File: src/rtl/regfile_sequencer.sv
// Command sequencer for the 8-entry register file control port.
// Expands LDI / MOV / SWAP commands into single-action read and write cycles.
//
// state   | meaning
// --------+-----------------------------------------------------------
// S_IDLE  | waiting for a command; cmd_ready high
// S_READ  | rf_out_en high; rf_rdata captured into hold at cycle end
// S_WRITE | rf_write_en high; writes imm (LDI) or hold (MOV/SWAP)
// S_DONE  | one-cycle done pulse (with err for a rejected SWAP)
module regfile_sequencer #(
   parameter int N       = 8,
   parameter int SCRATCH = 7
) (
   input  logic         clk,
   input  logic         rst,
   input  logic         cmd_valid,
   output logic         cmd_ready,
   input  logic [1:0]   cmd_op,
   input  logic [2:0]   cmd_dst,
   input  logic [2:0]   cmd_src,
   input  logic [N-1:0] cmd_imm,
   output logic         busy,
   output logic         done,
   output logic         err,
   output logic         rf_write_en,
   output logic         rf_out_en,
   output logic [2:0]   rf_sel_in,
   output logic [2:0]   rf_sel_out,
   output logic [N-1:0] rf_wdata,
   input  logic [N-1:0] rf_rdata
);

   typedef enum logic [1:0] {S_IDLE, S_READ, S_WRITE, S_DONE} state_t;

   localparam logic [1:0] OP_NOP  = 2'd0;
   localparam logic [1:0] OP_LDI  = 2'd1;
   localparam logic [1:0] OP_MOV  = 2'd2;
   localparam logic [1:0] OP_SWAP = 2'd3;
   localparam logic [2:0] SCR     = 3'(SCRATCH);

   state_t       state, state_n;
   logic [1:0]   op_q, op_n;
   logic [1:0]   step, step_n;
   logic [2:0]   dst_q, dst_n;
   logic [2:0]   src_q, src_n;
   logic [N-1:0] imm_q, imm_n;
   logic [N-1:0] hold, hold_n;
   logic         err_q, err_n;
   logic         accept;
   logic [2:0]   sel_in_n, sel_out_n;
   logic [N-1:0] wdata_n;

   assign accept = cmd_valid && cmd_ready;

   always_comb begin
      state_n = state;
      op_n    = op_q;
      dst_n   = dst_q;
      src_n   = src_q;
      imm_n   = imm_q;
      step_n  = step;
      err_n   = err_q;
      hold_n  = (state == S_READ) ? rf_rdata : hold;
      case (state)
         S_IDLE: begin
            if (accept) begin
               op_n   = cmd_op;
               dst_n  = cmd_dst;
               src_n  = cmd_src;
               imm_n  = cmd_imm;
               step_n = 2'd0;
               err_n  = 1'b0;
               case (cmd_op)
                  OP_NOP: state_n = S_DONE;
                  OP_LDI: state_n = S_WRITE;
                  OP_MOV: state_n = S_READ;
                  default: begin
                     // SWAP touching the scratch register would destroy its own temporary
                     if (cmd_dst == SCR || cmd_src == SCR) begin
                        state_n = S_DONE;
                        err_n   = 1'b1;
                     end else begin
                        state_n = S_READ;
                     end
                  end
               endcase
            end
         end
         S_READ:  state_n = S_WRITE;
         S_WRITE: begin
            if (op_q == OP_SWAP && step != 2'd2) begin
               state_n = S_READ;
               step_n  = step + 2'd1;
            end else begin
               state_n = S_DONE;
            end
         end
         default: state_n = S_IDLE;
      endcase
   end

   // Port values for the upcoming state, registered below so they line up with it.
   always_comb begin
      sel_out_n = 3'd0;
      sel_in_n  = 3'd0;
      wdata_n   = '0;
      if (state_n == S_READ) begin
         if (op_n == OP_MOV) begin
            sel_out_n = src_n;
         end else begin
            case (step_n)
               2'd0:    sel_out_n = dst_n;
               2'd1:    sel_out_n = src_n;
               default: sel_out_n = SCR;
            endcase
         end
      end
      if (state_n == S_WRITE) begin
         wdata_n = (op_n == OP_LDI) ? imm_n : hold_n;
         if (op_n == OP_LDI || op_n == OP_MOV) begin
            sel_in_n = dst_n;
         end else begin
            case (step_n)
               2'd0:    sel_in_n = SCR;
               2'd1:    sel_in_n = dst_n;
               default: sel_in_n = src_n;
            endcase
         end
      end
   end

   always_ff @(posedge clk) begin
      if (rst) begin
         state       <= S_IDLE;
         op_q        <= OP_NOP;
         dst_q       <= 3'd0;
         src_q       <= 3'd0;
         imm_q       <= '0;
         step        <= 2'd0;
         hold        <= '0;
         err_q       <= 1'b0;
         cmd_ready   <= 1'b1;
         busy        <= 1'b0;
         done        <= 1'b0;
         err         <= 1'b0;
         rf_write_en <= 1'b0;
         rf_out_en   <= 1'b0;
         rf_sel_in   <= 3'd0;
         rf_sel_out  <= 3'd0;
         rf_wdata    <= '0;
      end else begin
         state       <= state_n;
         op_q        <= op_n;
         dst_q       <= dst_n;
         src_q       <= src_n;
         imm_q       <= imm_n;
         step        <= step_n;
         hold        <= hold_n;
         err_q       <= err_n;
         cmd_ready   <= (state_n == S_IDLE);
         busy        <= (state_n != S_IDLE);
         done        <= (state_n == S_DONE);
         err         <= (state_n == S_DONE) && err_n;
         rf_write_en <= (state_n == S_WRITE);
         rf_out_en   <= (state_n == S_READ);
         rf_sel_in   <= sel_in_n;
         rf_sel_out  <= sel_out_n;
         rf_wdata    <= wdata_n;
      end
   end

endmodule

File: config.mk
export PLATFORM = sky130hd
export DESIGN_NAME = regfile_sequencer
export DESIGN_NICKNAME = d
export VERILOG_FILES = /design/src/rtl/regfile_sequencer.sv
export SDC_FILE = /design/constraint.sdc
export NUM_CORES = 1
export LEC_CHECK = 0
export BUFFER_PORTS_ARGS = -buffer_cell sky130_fd_sc_hd__buf_2
export CORE_UTILIZATION = 56
export DETAILED_ROUTE_END_ITERATION = 16
export MAX_ROUTING_LAYER = met4
export PLACE_DENSITY = 0.86
export SLEW_MARGIN = 10
export SYNTH_ARGS = -nofsm -noshare
export SYNTH_HDL_FRONTEND = slang
export SYNTH_SLANG_ARGS = --single-unit
File: constraint.sdc
create_clock -name clk -period 4.1 [get_ports clk]
set_input_delay 0.82 -clock clk [delete_from_list [all_inputs] [get_ports clk]]
set_output_delay 0.82 -clock clk [all_outputs]
set_load 0.005 [all_outputs]
==> flow_summary.toml <==
[power_and_ir_drop]
clockPowerShare_pct = 21.9
leakage_nw = 1.00
internal_power_uw = 790
p_comb_share_pct = 29.1
p_seq_share_pct = 49.0
ir_worst_vdd_mv = 0.365
sw_frac_of_total_pct = 31.4
p_sw_uw = 362
power_density_mw_per_mm2 = 504

[floorplanning]
initial_core_util_pct = 58.7
dieArea_mm2 = 0.00374
die_y_um = 61.2
die_x_um = 61.2
core-area_mm2 = 0.00334
fp-row-count = 21
num_io_pins = 47

[sta]
period_share_pct = 60.0
slew_viol_final = 0
finalSetupViolations = 0
slew_headroom_pct = 33.3
tightest_slew_ps = 995
fin_setup_tns_ps = 0
hold_violations = 0
fin_ws_ps = 1640
skew_ps = 10.5
finalCriticalPeriod_ps = 2460
max_freq_ghz = 0.407
rsz0062_at_grt = "false"

[clock_tree]
cts_root_buf = "clkbuf_4"
cts_resized = 0
postCtsHoldBufs = 0
clk_latency_ps = 370
cts_tree = "done"
cts_buffer_depth = 2
h-tree-depth = 2
clk_pin_slew_ps = 130
cts_buffers = 5
clock-sinks = 49
cts_setup_buffers = 0

[global_route]
track_usage_pct = 24.3
antenna_found_initial = 0
grt_max_degree = 27
grt-ovfl-total = 0
grt_pass1_wl_um = 6240
grt_pass1_vias = 1425

[synthesis]
synth_area_mm2 = 0.00196
syn_nets = 225
synth-seq-area-share_pct = 50.1
synth_compound_area_share_pct = 10.2
synth.distinct_cells = 36
syn-mean-instance-area_um2 = 10.0
netlist_instances = 195
synth_fa_ha_area_share_pct = 1.92
synthMuxAreaShare_pct = 16.5
ys_seq_elements = 49
synth_top_family_by_area = "simple AND/OR/NAND/NOR gates"
synth_xor_xnor_area_share_pct = 0
yosysWarnings = 0
synth-simple-area-share_pct = 16.7

[worst_setup_path]
worstRegToRegCells = 7
crit_arrival_ps = 2710
r2r-end = "rf_sel_in[2]"
end_kind = "register"
slowest_delay_ps = 430
crit_fanout = 16
crit_chain = "buf_2, nor4bb_4, buf_4, mux2i_1, inv_1, ha_1, o21a_1, a2111oi_0"
endpoint = "rf_sel_in[2]"
critPathLaunchType = "input pin"
worst-path-buf-inv = 3
rrSetupSlack_ps = 1650
worstReg2RegStart = "state[0]"
critical-path-slowest-cell = "a2111oi_0"
path_class = "input pin to register"
crit_family = "compound AO/OA/AOI/OAI gates"
crit_start = "cmd_valid"
cp_num_cells = 8
critPathRequiredTime_ps = 4350

[routing]
wl_um = 3960
final_antenna_net_count = 0
wire_per_inst_um = 13.9
vias_per_cell = 5.50
drtIter0Drc = 74
vias = 1567
remaining_drc_errors = 0
drtPass1Iterations = 4

[place]
gp_congestion = 0.905
dp_hpwl_um = 2850
numPlacedInstances = 277
port-buffer-count = 46
pre_cts_ws_ps = 1210
placedInstanceArea_mm2 = 0.00221

[final_layout]
antennaDiodeCount = 0
fillers = 282
design_area_mm2 = 0.00229
fin_cells = 285
post-route-util_pct = 68.5
seq_area_um2 = 981
final_cell_mix = "dfxtp_1 (49), buf_2 (46), nor2_1 (30), mux2i_1 (20), mux2_2 (11)"
drive_above_1_share_pct = 29.3
area_delta_synth_final_pct = 16.7
nets = 268
final_common_cell = "dfxtp_1"
multi_input_area_um2 = 903

[worst_hold_path]
hold_class = "register to register"

[outcome]
outcome = "finished, final reports clean"

[job]
cap_viol_max_count = 0
## cell usage after synthesis (all sizes together)
cell | count | share of area (%)
nand4 | 1 | 0.32
nor2b | 2 | 0.64
a21boi | 3 | 1.1
buf | 7 | 2.3
clkbuf | 5 | 0.96
a21oi | 7 | 1.8
dfxtp | 49 | 50
nor4bb | 2 | 1.0
nand4bb | 1 | 0.57
nor3 | 10 | 2.6
inv | 7 | 1.3
and3b | 1 | 0.45
nor2 | 30 | 5.7
or3 | 2 | 0.64
ha | 3 | 1.9
a2111o | 1 | 0.57
o211a | 1 | 0.51
mux2i | 20 | 10
o21a | 1 | 0.38
a31oi | 4 | 1.3
o31ai | 1 | 0.64
a21o | 1 | 0.38
nand3b | 1 | 0.38
o22ai | 1 | 0.32
a211oi | 4 | 1.8
nand2b | 2 | 0.64
nor4 | 3 | 0.96
a2111oi | 3 | 1.3
nand3 | 3 | 0.77
and2 | 4 | 1.3
nand2 | 4 | 0.77
mux2 | 11 | 6.3
## worst register-to-register path: cells and delay by family, from the launching register on
family / cells / cell delay (ps)
AO/OA/AOI/OAI: 2 / 570
adder cells (fa/ha/maj): 1 / 320
buffers and inverters: 2 / 380
AND/OR/NAND/NOR: 1 / 300
flip-flops: 1 / 430
multiplexers: 1 / 330
## metal layers
metal  share of wire [%]  global-route usage (%)
met3                 6.4                    5.04
met5                   0                       -
met1                  46                    30.6
met2                  45                    36.0
met4                 2.6                    14.0
## sequential cells by signal, indices dropped and copies added (netlist names), 3 cells and up
name / flops
hold: 8
imm_q: 8
rf_wdata: 8
dst_q: 3
rf_sel_in: 3
rf_sel_out: 3
src_q: 3
## power groups by stage
stage               logic, mW  registers, mW  clock network [mW]
finish                  0.335          0.565               0.252
global route            0.369          0.573               0.281
CTS                     0.334          0.565               0.257
detailed placement      0.332          0.575                   0
global placement        0.327          0.573                   0
floorplan               0.247          0.571                   0
## per-stage QoR
step | hold WS, ps | power (mW)
detailed placement | 448 | 0.908
global route | 508 | 1.22
global placement | 448 | 0.900
finish | 468 | 1.15
CTS | 470 | 1.16
floorplan | 432 | 0.818
## worst min-delay path by stage
stage	slack [ps]	depth (start not counted)	end	start
finish	470	2	err_q	err_q
global route	510	2	err_q	err_q
CTS	470	2	err_q	err_q
detailed placement	450	2	err_q	err_q
global placement	450	2	err_q	err_q
floorplan	430	2	err_q	err_q
## kinds of logic (layout without fill, tap and decap cells)
group                    after synthesis  after routing
AND/OR/NAND/NOR                       66             66
adder cells (fa/ha/maj)                3              3
buffers and inverters                 19             63
AO/OA/AOI/OAI                         27             27
multiplexers                          31             31
flip-flops                            49             49
## layout make-up
type	count	share of cell area, %
inverters	7	1.15
flip-flops and latches	49	42.9
well taps	46	2.52
multi-input cells	127	39.5
clock inverters	1	0.383
clock buffers	7	2.84
repair buffers	48	10.7
No activity file was read; power rests on OpenSTA's default activity.
